`src/rtl/fetch_stage.sv`:
```
// Instruction-fetch stage with the IF/ID pipeline register. It keeps one imem
// request in flight and parks a returned instruction in a buffer while decode stalls.
module fetch_stage #(
    parameter int              XLEN      = 32,
    parameter logic [XLEN-1:0] RESET_PC  = 32'h0000_0000,
    parameter logic [XLEN-1:0] NOP_INSTR = 32'h0000_0013
) (
    input  logic            clk,
    input  logic            reset,
    input  logic            PC_Write,
    input  logic            IF_ID_Write,
    input  logic            flush,
    input  logic [XLEN-1:0] redirect_pc,
    output logic            imem_req,
    output logic [XLEN-1:0] imem_addr,
    input  logic            imem_rvalid,
    input  logic [XLEN-1:0] imem_rdata,
    output logic [XLEN-1:0] IF_ID_pc,
    output logic [XLEN-1:0] IF_ID_instr,
    output logic            IF_ID_valid
);

    typedef enum logic [1:0] {
        FETCH = 2'd0,
        WAIT  = 2'd1,
        BUF   = 2'd2,
        DROP  = 2'd3
    } state_t;

    state_t          state_r;
    logic [XLEN-1:0] pc_r;
    logic [XLEN-1:0] buf_r;

    logic            advance_s;
    logic            deliver_s;
    logic [XLEN-1:0] deliver_data_s;
    logic [XLEN-1:0] pc_plus4_s;

    assign advance_s      = PC_Write & IF_ID_Write;
    assign pc_plus4_s     = pc_r + 32'd4;
    // A flush in the same cycle always wins over delivering an instruction.
    assign deliver_s      = ~flush & advance_s &
                            (((state_r == WAIT) & imem_rvalid) | (state_r == BUF));
    assign deliver_data_s = (state_r == BUF) ? buf_r : imem_rdata;

    assign imem_req  = (state_r == FETCH) & ~flush & ~reset;
    assign imem_addr = pc_r;

    // Fetch FSM: PC, outstanding-request tracking and the stall buffer.
    always_ff @(posedge clk) begin
        if (reset) begin
            state_r <= FETCH;
            pc_r    <= RESET_PC;
            buf_r   <= '0;
        end else begin
            case (state_r)
                FETCH: begin
                    if (flush) begin
                        pc_r <= redirect_pc;
                    end else begin
                        state_r <= WAIT;
                    end
                end
                WAIT: begin
                    if (imem_rvalid && flush) begin
                        pc_r    <= redirect_pc;
                        state_r <= FETCH;
                    end else if (imem_rvalid && advance_s) begin
                        pc_r    <= pc_plus4_s;
                        state_r <= FETCH;
                    end else if (imem_rvalid) begin
                        buf_r   <= imem_rdata;
                        state_r <= BUF;
                    end else if (flush) begin
                        // Response still in flight: it must be swallowed when it arrives.
                        pc_r    <= redirect_pc;
                        state_r <= DROP;
                    end else begin
                        state_r <= WAIT;
                    end
                end
                BUF: begin
                    if (flush) begin
                        buf_r   <= '0;
                        pc_r    <= redirect_pc;
                        state_r <= FETCH;
                    end else if (advance_s) begin
                        pc_r    <= pc_plus4_s;
                        state_r <= FETCH;
                    end else begin
                        state_r <= BUF;
                    end
                end
                DROP: begin
                    if (flush) begin
                        pc_r <= redirect_pc;
                    end else begin
                        pc_r <= pc_r;
                    end
                    if (imem_rvalid) begin
                        state_r <= FETCH;
                    end else begin
                        state_r <= DROP;
                    end
                end
                default: begin
                    state_r <= FETCH;
                end
            endcase
        end
    end

    // IF/ID pipeline register: flush beats stall, stall beats delivery.
    always_ff @(posedge clk) begin
        if (reset) begin
            IF_ID_pc    <= '0;
            IF_ID_instr <= NOP_INSTR;
            IF_ID_valid <= 1'b0;
        end else if (flush) begin
            IF_ID_instr <= NOP_INSTR;
            IF_ID_valid <= 1'b0;
        end else if (!IF_ID_Write) begin
            IF_ID_pc    <= IF_ID_pc;
            IF_ID_instr <= IF_ID_instr;
            IF_ID_valid <= IF_ID_valid;
        end else if (deliver_s) begin
            IF_ID_pc    <= pc_r;
            IF_ID_instr <= deliver_data_s;
            IF_ID_valid <= 1'b1;
        end else begin
            IF_ID_instr <= NOP_INSTR;
            IF_ID_valid <= 1'b0;
        end
    end

endmodule

```
`config.mk`:
```
export PLATFORM = sky130hd
export DESIGN_NAME = fetch_stage
export DESIGN_NICKNAME = d
export VERILOG_FILES = /design/src/rtl/fetch_stage.sv
export SDC_FILE = /design/constraint.sdc
export NUM_CORES = 1
export LEC_CHECK = 0
export ABC_CLOCK_PERIOD_IN_PS = 3600
export BUFFER_PORTS_ARGS = -buffer_cell sky130_fd_sc_hd__buf_2
export CORE_MARGIN = 5
export CORE_UTILIZATION = 45
export CTS_BUF_LIST = sky130_fd_sc_hd__clkbuf_16
export DETAILED_ROUTE_END_ITERATION = 10
export PLACE_DENSITY = 0.8
export SLEW_MARGIN = 20
export SYNTH_ARGS = -nofsm -noshare
export SYNTH_HDL_FRONTEND = slang
export SYNTH_SLANG_ARGS = --single-unit
```
`constraint.sdc`:
```
create_clock -name clk -period 3.6 [get_ports clk]
set_input_delay 0.36 -clock clk [delete_from_list [all_inputs] [get_ports clk]]
set_output_delay 0.36 -clock clk [all_outputs]
set_load 0.01 [all_outputs]
```
==> out/results.ini <==
[status]
status = completed

[critical_path]
startpoint_type = flop
slowest_stage = or3b_1
cp_cell_sequence = inv_1, ha_2, buf_4, or3b_1, nand2b_1, nor2_1, o21a_1, a221o_1
startpoint = state_r[0]
cp_slowest_stage_delay_ns = 0.74
path_delay_family = simple AND/OR/NAND/NOR gates
crit_arrival_ns = 3.00
cp-end-kind = flop
critPathBufInv = 2
crit_type = flop to flop
path_max_fanout = 26
r2r_start = state_r[0]
required_ns = 3.91

[timing]
fin_setup_tns_ns = 0
fmax_mhz = 371
setup_viol = 0
period_minus_slack_ns = 2.69
finalClockSkew_ns = 0.0126
hold_viol = 0
rsz0062_at_grt = false
slew-limit-headroom_pct = 32.2
finalCritPeriodShare_pct = 74.8
maxSlewViolCount = 0
worst_slew_pin_slew_ns = 1.02

[clock_network]
cts_setup_buffers = 0
cts.sinks = 131
clk_latency_ns = 0.42
cts_tree = done
clockRootBuffer = clkbuf_16
numCtsBuffers = 17
path_clk_slew_ns = 0.06
cts.htree.levels = 4
cts-resized-gates = 0
cts_buffer_depth = 2
ctsHoldBuffers = 0

[floorplan]
initial_core_util_pct = 45.8
die_h_um = 129
die_w_um = 129
core_area_um2 = 13900
rows = 43
ios = 168
die-area_um2 = 16600

[worst_hold_path]
hold_path_startpoint = redirect_pc[1]
hold_path_class = input pin to flop

[synthesis]
synth-seq-cells = 131
synth-edff-count = 0
synth_flop_cell = dfxtp_1
async_flop_share_pct = 0
synth_nets = 877
syn_area_um2 = 6360
yosysWarnings = 0
netlist_instances = 801
avgSynthCellArea_um2 = 7.94
ys_seq_area_share_pct = 41.2
synth_cell_type_count = 66
yosysTopAreaCellShare_pct = 41.2
synth_top_area_cell = dfxtp_1
synthTopCellsByArea = dfxtp_1 (41%), a21oi_1 (6.6%), nand2_1 (5.2%), nor2_1 (4.0%), a22oi_1 (3.9%)

[cells_and_area]
syn2layout_area_growth_pct = 23.0
fillers = 1290
drive_above_1_share_pct = 24.4
finalNonFillerCells = 1127
regArea_um2 = 2620
layout_commonest_cell = buf_2
num_antenna_cells = 0
final_net_count = 1010
final_cell_mix = buf_2 (166), dfxtp_1 (131), nand2_1 (88)
multi_input_area_um2 = 3310

[power_and_ir_drop]
ir_drop_v = 0.000368
powerDensity_nw_per_um2 = 531
power_leakage_nw = 3.23

[route]
num_vias = 6476
routed_wl_mm = 19.1
wl_per_cell_um = 16.9
drt-initial-drc-count = 633
post_drt_via_cell_ratio = 5.75
drt_pass1_iterations = 5
ant_nets = 0
drc = 0

[global_route]
antenna_found_initial = 1
grt_pass1_wl_mm = 30.3
grt_max_degree = 52
grt_pass1_vias = 6063
grt.overflow.total = 0
grtUsageTotal_pct = 22.8

[placed_design]
io_buffers = 167
place_inst = 1095
place.gp.congestion = 0.937
dpl.hpwl_mm = 13.1

[run]
cap_violations = 0

worst register-to-register path: cells and delay by family (launching register included):
kind / cells / cell delay [ns]
compound gates: 2 / 0.36
flops: 1 / 0.44
fa+ha+maj: 1 / 0.24
simple gates: 3 / 1.21
buf+inv: 2 / 0.33
kinds of logic (layout without fill, tap and decap cells):
family          count (synthesis)  count (layout)  share of synthesized area [%]
simple gates                  309             309                           25.0
compound gates                244             244                           25.0
flops                         131             131                           41.2
buf+inv                       107             253                           6.87
fa+ha+maj                       6               6                           1.18
mux                             4               4                          0.669
state kept, by name, summed over array words and instances, names as in the netlist:
name and count:
imem_addr 32, state_r 2, IF_ID_instr 32, IF_ID_valid 1, buf_r 32, IF_ID_pc 32
layer usage:
layer,global-route usage [%],vias to the layer above,part of all wire (%)
li1,-,3125,-
met5,0,-,0.058
met1,29.0,3006,42
met2,35.8,306,45
met4,9.45,2,2.3
met3,7.18,37,9.8
cells in the mapped netlist (4+ instances only):
cell type  instances
a211oi_1           9
a21oi_1           84
a221oi_1           4
a22oi_1           33
a311oi_1           5
a31oi_1            4
a41o_1             4
and2_1            34
and3_1            10
and4_1             4
buf_1              4
buf_2              5
clkbuf_1          51
dfxtp_1          131
ha_1               6
inv_1             42
nand2_1           88
nand2b_1           5
nand3_1           18
nand4_1           12
nor2_1            68
nor2b_1           32
nor3_1            17
o211ai_1           4
o21a_1             5
o21ai_0           26
o22ai_1           31
o41ai_1            4
worst paths after layout:
check	slack (ns)	to	depth (start not counted)
worst min-delay path	0.22	imem_addr[1]	3
worst min register to register	0.45	IF_ID_pc[20]	2
worst max register to register	0.91	imem_addr[29]	8
worst max-delay path	0.91	imem_addr[29]	8
stage by stage:
stage	total power [mW]	hold slack, ns	setup slack (ns)	utilization [%]	area [um2]
2_1_floorplan	2.23	0.466	1.59	-	6360
3_3_place_gp	2.49	0.438	1.01	52.2	7250
3_5_place_dp	2.50	0.444	0.968	52.2	7250
4_1_cts	4.17	0.207	0.936	56.3	7820
5_1_grt	4.34	0.231	0.664	56.3	7820
6_report	4.15	0.220	0.908	56.3	7820
power breakdown:
group          internal [mW]  switching, mW
Sequential              1.53          0.147
Combinational          0.300          0.503
Clock                  0.967          0.704
Total                   2.80           1.35
final cells by class:
| type | instances | share of cell area, % |
|---|---|---|
| Tap cell | 180 | 2.88 |
| Sequential cell | 131 | 33.5 |
| Multi-Input combinational cell | 563 | 42.4 |
| Inverter | 42 | 2.02 |
| Clock buffer | 17 | 5.44 |
| Clock inverter | 15 | 1.89 |
| Timing Repair Buffer | 179 | 11.9 |
Power figures use the tool's default switching activity.
